==> config.mk <==
export PLATFORM = sky130hd
export DESIGN_NAME = im_loader
export DESIGN_NICKNAME = d
export VERILOG_FILES = /design/src/rtl/im_loader.sv
export SDC_FILE = /design/constraint.sdc
export NUM_CORES = 1
export LEC_CHECK = 0
export BUFFER_PORTS_ARGS = -buffer_cell sky130_fd_sc_hd__buf_4
export CORE_MARGIN = 5
export CORE_UTILIZATION = 49
export CTS_CLUSTER_DIAMETER = 150
export CTS_CLUSTER_SIZE = 25
export DETAILED_ROUTE_END_ITERATION = 16
export PLACE_DENSITY = 0.81
export SYNTH_ARGS = -nofsm -noshare
export SYNTH_HDL_FRONTEND = slang
export SYNTH_SLANG_ARGS = --single-unit
==> constraint.sdc <==
create_clock -name clk -period 4 [get_ports clk]
set_input_delay 0.8 -clock clk [delete_from_list [all_inputs] [get_ports clk]]
set_output_delay 0.8 -clock clk [all_outputs]
set_load 0.02 [all_outputs]
==> src/rtl/im_loader.sv <==
// rtl/im_loader.sv - copies a block of words from the disk unit into instruction memory
// One disk read, READ_LATENCY wait cycles, then one instruction-memory write per word.
module im_loader #(
  parameter int DATA_WIDTH      = 32,
  parameter int IM_ADDR_WIDTH   = 10,
  parameter int DISK_ADDR_WIDTH = 16,
  parameter int READ_LATENCY    = 1
) (
  input  logic                       clk,
  input  logic                       rst,
  input  logic                       start,
  input  logic                       abort,
  input  logic [DISK_ADDR_WIDTH-1:0] src_base,
  input  logic [IM_ADDR_WIDTH-1:0]   dst_base,
  input  logic [IM_ADDR_WIDTH:0]     length,
  output logic                       disk_rd,
  output logic [DISK_ADDR_WIDTH-1:0] disk_addr,
  input  logic [DATA_WIDTH-1:0]      disk_data,
  output logic                       im_write,
  output logic [IM_ADDR_WIDTH-1:0]   im_addr,
  output logic [DATA_WIDTH-1:0]      im_data,
  output logic                       busy,
  output logic                       done,
  output logic                       error
);

  localparam logic [2:0] LAT = 3'(READ_LATENCY);
  localparam logic [IM_ADDR_WIDTH+1:0] IM_SIZE = {2'b01, {IM_ADDR_WIDTH{1'b0}}};

  typedef enum logic [2:0] {S_IDLE, S_ISSUE, S_WAIT, S_WRITE, S_DONE} state_t;

  state_t                       r_state;
  state_t                       w_next;
  logic [DISK_ADDR_WIDTH-1:0]   r_src;
  logic [IM_ADDR_WIDTH-1:0]     r_dst;
  logic [IM_ADDR_WIDTH:0]       r_len;
  logic [IM_ADDR_WIDTH:0]       r_idx;
  logic [2:0]                   r_lat;
  logic [DATA_WIDTH-1:0]        r_data;
  logic [DISK_ADDR_WIDTH-1:0]   r_disk_addr;
  logic [IM_ADDR_WIDTH-1:0]     r_im_addr;
  logic                         r_error;

  logic                         w_accept;
  logic                         w_disk_rd;
  logic                         w_im_write;
  logic                         w_capture;
  logic                         w_range_err;
  logic                         w_last;
  logic [IM_ADDR_WIDTH+1:0]     w_end;
  logic [IM_ADDR_WIDTH:0]       w_idx_inc;
  logic [DISK_ADDR_WIDTH-1:0]   w_disk_addr;
  logic [IM_ADDR_WIDTH-1:0]     w_im_addr;

  // Range check is widened by two bits so dst_base+length can never wrap.
  assign w_end       = {2'b00, dst_base} + {1'b0, length};
  assign w_range_err = (w_end > IM_SIZE);
  assign w_idx_inc   = r_idx + 1'b1;
  assign w_last      = (w_idx_inc == r_len);
  assign w_disk_addr = r_src + DISK_ADDR_WIDTH'(r_idx);
  assign w_im_addr   = r_dst + r_idx[IM_ADDR_WIDTH-1:0];

  always_ff @(posedge clk or posedge rst) begin
    if (rst) r_state <= S_IDLE;
    else     r_state <= w_next;
  end

  always_comb begin
    w_next     = r_state;
    w_accept   = 1'b0;
    w_disk_rd  = 1'b0;
    w_im_write = 1'b0;
    w_capture  = 1'b0;
    case (r_state)
      S_IDLE: begin
        if (start) begin
          w_accept = 1'b1;
          if (w_range_err || (length == '0)) w_next = S_DONE;
          else                                w_next = S_ISSUE;
        end
      end
      S_ISSUE: begin
        if (abort) w_next = S_IDLE;
        else begin
          w_disk_rd = 1'b1;
          w_next    = S_WAIT;
        end
      end
      S_WAIT: begin
        if (abort) w_next = S_IDLE;
        else if (r_lat == 3'd1) begin
          w_capture = 1'b1;
          w_next    = S_WRITE;
        end
      end
      S_WRITE: begin
        if (abort) w_next = S_IDLE;
        else begin
          w_im_write = 1'b1;
          w_next     = w_last ? S_DONE : S_ISSUE;
        end
      end
      S_DONE:  w_next = S_IDLE;
      default: w_next = S_IDLE;
    endcase
  end

  always_ff @(posedge clk or posedge rst) begin
    if (rst) begin
      r_src       <= '0;
      r_dst       <= '0;
      r_len       <= '0;
      r_idx       <= '0;
      r_lat       <= '0;
      r_data      <= '0;
      r_disk_addr <= '0;
      r_im_addr   <= '0;
      r_error     <= 1'b0;
    end else begin
      if (w_accept) begin
        r_src   <= src_base;
        r_dst   <= dst_base;
        r_len   <= length;
        r_idx   <= '0;
        r_error <= w_range_err;
      end
      if (w_disk_rd) begin
        r_lat       <= LAT;
        r_disk_addr <= w_disk_addr;
      end
      if (r_state == S_WAIT) r_lat <= r_lat - 3'd1;
      if (w_capture) r_data <= disk_data;
      if (w_im_write) begin
        r_im_addr <= w_im_addr;
        r_idx     <= w_idx_inc;
      end
    end
  end

  // Address outputs show the live address during the strobe, else the last one used.
  assign disk_rd   = w_disk_rd;
  assign disk_addr = w_disk_rd ? w_disk_addr : r_disk_addr;
  assign im_write  = w_im_write;
  assign im_addr   = w_im_write ? w_im_addr : r_im_addr;
  assign im_data   = r_data;
  assign busy      = (r_state != S_IDLE);
  assign done      = (r_state == S_DONE);
  assign error     = r_error;

endmodule

Word-level counts from Yosys, hierarchy flattened
Cells that the tools add are included.
- multiply operators: 0
- order comparisons: 1
- mux-type cells: 22
- equal/unequal tests: 8
- add/subtract/negate cells: 5
- bitwise gates (word level): 0
- div/mod/pow operators: 0
- shift-type cells: 0
- reductions and logical operators: 7
- operator list (kind ; number):
    $mux W3 ; 8
    $mux W11 ; 2
    $add A16 B11 Y16 ; 1
    $mux W16 ; 1
    $add A10 B11 Y12 ; 1
    $gt A12 B11 Y1 const B ; 1
    $pmux W3 S4 ; 1
    $add A11 B1 Y11 const B ; 1
    $eq A11 B11 Y1 ; 1
    $logic_not A11 Y1 ; 1
    $add A10 B10 Y10 ; 1
    $mux W10 ; 1
    $mux W1 ; 8
    $eq A3 B1 Y1 const B ; 2
    $eq A3 B2 Y1 const B ; 2
    $reduce_bool A2 Y1 ; 2
    $eq A3 B3 Y1 const B ; 1
    $logic_not A3 Y1 ; 1
    $ne A3 B3 Y1 const B ; 1
    $reduce_bool A3 Y1 ; 1
    $sub A3 B1 Y3 const B ; 1
    $mux W2 ; 1
    $ne A2 B2 Y1 const B ; 1
    $reduce_and A2 Y1 ; 1
    $logic_or A1 B1 Y1 ; 1
- bits of input ports: 73
- ROM bits: 0
- latch bits: 0
- output and inout port bits: 63
- bits in writable memories: 0
- memories kept: 0
- logic and storage cells: 53
- bits in registers: 113

Longest topological paths before layout
- word-level depth: 6
- depth in mapped cells: 11
- mapped depth without buffers: 11

Least setup slack after synthesis
Ideal clock, no wire load.
- path type: flip-flop to output port
- from: reg r_idx[1]
- to: out disk_addr[13]
- setup slack: 0.502 ns
- buffers on the path: 0
- stages on the path, launching flop included: 10
- data arrival time: 2.698 ns
- required time: 3.200 ns
- cell sequence: dfrtp_1 ha_1 a21o_1 a21o_1 a2111oi_0 nor3_1 nor3_1 nor3_1 xnor2_1 o21ai_0
- cells in the longest elaborated chain, start to end: 2
- RTL lines (element ; line ; text):
    from (decl) ; 37 ; logic [IM_ADDR_WIDTH:0] r_idx;
    from (signal assigned) ; 135 ; r_idx <= w_idx_inc;
    $add A16 B11 Y16 ; 60 ; assign w_disk_addr = r_src + DISK_ADDR_WIDTH'(r_idx);
    $mux W16 ; n/a ;
    to (decl) ; 17 ; output logic [DISK_ADDR_WIDTH-1:0] disk_addr,
No other way between the ends.

Worst setup path in the final report
- from: reg r_idx[2]
- to: out disk_addr[10]
The elaborated chain is that of the path after synthesis.

==> metrics <==
TritonCTS Sinks=113; routing usage on met3=4.58%; Num CTS Buffers=17; placed inst area=7150 um2; TritonCTS clock tree=yes; CP max-delay cell=dfrtp_1; status=completed; max-slew violations=0; Worst Setup Start Kind=flip-flop; die area=14500 um2; GRT busiest layer=met2; Worst-Skew Late Latency=0.40 ns; grt ovf=0; Root Driver=clkbuf_16; Pwr Density=660 nW/um2; Placed Instances=886; wire per inst=16.6 um; Seq/Total Area, Yosys=47.3%; Area growth, synth to finish=30.0%; syn_area_per_cell=9.67 um2; critical path required time=3.20 ns; Peak Freq=0.258 GHz; core area=12000 um2; Main synth FF type=dfrtp_1; fill cell count=956; Seq cells post-synth=113; Boundary Pins=136; largest net degree at the start of global routing=61; first-pass GRT wire length=25400 um; Hold Vio Cnt, Final=0; post-layout utilization of the core=64.9%; drt first pass iters=5; port bufs=135; row count=40; WP data arrival=3.08 ns; final setup fails=0; Die Width=120 um; post-route cell area=7770 um2; Starting Density=50.0%; Total GRT Usage=21.8%; CP top delay family=compound AO/OA/AOI/OAI gates; Max Cap Viol=0; H-tree levels=4; WS Path Type=reg2out; Layout Cells excl Fill=916; Slew Limit Headroom=51.3%; Via Count=5057; grt met2 use=38.1%; Synthesis Warnings=0; VDD IR max=396 uV; Tmin final=3.88 ns; postcts setup bufs=0; CP peak stage delay=0.48 ns; Tcrit/Tclk final=97.0%; CP Cell Sequence=ha_1 -> nor2b_1 -> o21ai_0 -> a21oi_2 -> o21ai_2 -> a21oi_1 -> a21o_1 -> a2111oi_0 -> nor2_1 -> buf_4; slew of the pin with the lowest slew margin=0.731 ns; antenna-violating nets left=0; number of flops mapped to enable cells by yosys=0; initial antenna violation count=0; Gate Count Post-Synth=618; Setup TNS Final=0 ns; final wirelength=15300 um; vias in the first global route=5325; met1 Track Usage GR=25.9%; fin nets=867; RSZ-0062 raised after global routing=true; Hold Buf Count CTS=0; mapped cell area=5980 um2; worst-path fanout max=8; Buf/Inv on CP=1; Max Root-Sink Buffers=2; drt first-iter violations=284; Mapped Nets=727; gpl congestion=0.908; Yosys cell types=50; detailed-route vias per instance=5.52; layout cell share with drive strength beyond 1=28.3%; Clk pin slew, worst setup/hold paths=0.05 ns; Async S/R FF share, synth=100%; P_leak=3.98 nW; drt drc=0; Worst setup EP type=primary output; Final Skew=0.00947 ns; die height=120 um; HPWL after DPL=11100 um; Antenna diodes=0; worst min-delay path class=reg2reg
## layout by cell type, fill, tap and decap left out, types with 3 or more instances in the layout
cell and instances:
xor2_1 18, nor3b_1 3, o21ai_1 4, dfrtp_1 112, ha_1 33, and3_1 4
xnor2_1 26, nor2_1 21, clkinv_2 3, nor3_1 11, nand4b_1 3, a31oi_1 5
nor2b_1 7, o21ai_0 39, o31ai_1 12, o21a_1 4, nand2b_1 3, inv_1 20
a21o_1 7, nand2_1 158, buf_4 143, clkbuf_16 17, nor4_1 3, nand3_1 12
a21oi_1 17, mux2_2 33, clkbuf_8 6, fa_1 3
## final cells by class
| cell class | count | area, um2 | share of cell area [%] |
|---|---|---|---|
| Inverter | 21 | 81.3 | 1.05 |
| Clock buffer | 25 | 515 | 6.64 |
| Clock inverter | 5 | 75.1 | 0.967 |
| Timing Repair Buffer | 143 | 1070 | 13.8 |
| Multi-Input combinational cell | 462 | 3010 | 38.7 |
| Tap cell | 147 | 184 | 2.37 |
| Sequential cell | 113 | 2830 | 36.4 |
## worst reg2reg max path: stages (launching register included)
cell and delay [ns]:
dfrtp_1 0.43, ha_1 0.29, nand2_1 0.10, nor2_1 0.26, nand4_1 0.25, xnor2_2 0.22, or4_1 0.55, nor4_2 0.33
o221ai_1 0.16
## routing by layer
layer | vias to the layer above | routed length [um] | part of all wire (%)
li1 | 2395 | - | -
met1 | 2459 | 6260 | 41
met2 | 158 | 7840 | 51
met3 | 45 | 730 | 4.8
met4 | 0 | 419 | 2.7
met5 | - | 0 | 0
## sequential cells by signal (all words and copies together), names as in the netlist
name and cells:
error 1, im_data 32, r_disk_addr 16, r_dst 10, r_idx 11, r_im_addr 10
r_lat 3, r_len 11, r_src 16, r_state 3
## kinds of logic (layout without fill, tap and decap cells)
logic type      after synthesis  count (layout)  share of synthesized area (%)
buf+inv                      43             194                           2.83
simple gates                241             241                           18.0
mux                          33              33                           6.22
flops                       113             113                           47.3
fa+ha+maj                    36              36                           7.91
xor+xnor                     45              45                           6.72
compound gates              107             107                           11.0
## power by group
part           total (mW)  switching (mW)  internal, mW  leakage, nW
Clock                1.49           0.482          1.00        0.295
Sequential           1.81           0.252          1.56         1.46
Combinational        1.83            1.01         0.814         2.22
Total                5.12            1.75          3.38         3.98
## Yosys cell counts, drive strengths merged, types with 4 or more instances
| cell | n | area share, % |
|---|---|---|
| nor4 | 4 | 0.52 |
| mux2 | 33 | 6.2 |
| o21a | 4 | 0.50 |
| nand2 | 159 | 10 |
| xnor2 | 27 | 4.1 |
| nor2b | 7 | 0.73 |
| ha | 33 | 6.9 |
| o21ai | 45 | 3.8 |
| clkbuf | 21 | 1.3 |
| nand3 | 13 | 1.2 |
| a21oi | 18 | 1.5 |
| and3 | 4 | 0.42 |
| a31oi | 5 | 0.52 |
| o31ai | 12 | 1.5 |
| inv | 21 | 1.3 |
| dfrtp | 113 | 47 |
| nor3 | 12 | 1.0 |
| nor2 | 22 | 1.7 |
| xor2 | 18 | 2.6 |
| a21o | 7 | 0.88 |
## stage by stage
step / power (mW) / worst slack [ns] / hold slack, ns
2_1_floorplan: 2.89 / 0.213 / 0.452
3_3_place_gp: 3.56 / 0.348 / 0.458
3_5_place_dp: 3.64 / 0.351 / 0.472
4_1_cts: 5.15 / 0.0220 / 0.484
5_1_grt: 5.41 / -0.0397 / 0.509
6_report: 5.12 / 0.120 / 0.483
## path summary, 6_finish.rpt
kind                               from             to  slack [ns]  cells past startpoint
min in group asynchronous           rst    im_data[19]        0.53                      2
setup reg to reg               r_idx[1]     r_state[0]        1.29                      8
setup / recovery               r_idx[2]  disk_addr[10]        0.12                     10
hold / removal             r_im_addr[4]   r_im_addr[4]        0.48                      2
max in group asynchronous           rst      r_src[10]        2.62                      3
hold reg to reg            r_im_addr[4]   r_im_addr[4]        0.48                      2
## repair_timing
| item | in CTS | in global routing |
|---|---|---|
| gates resized for setup | 4 | 9 |
| pin swaps | 0 | 3 |
| setup endpoints to repair | 5 | 9 |
| endpoints found under the hold margin | 0 | 0 |
Power figures use the tool's default switching activity.
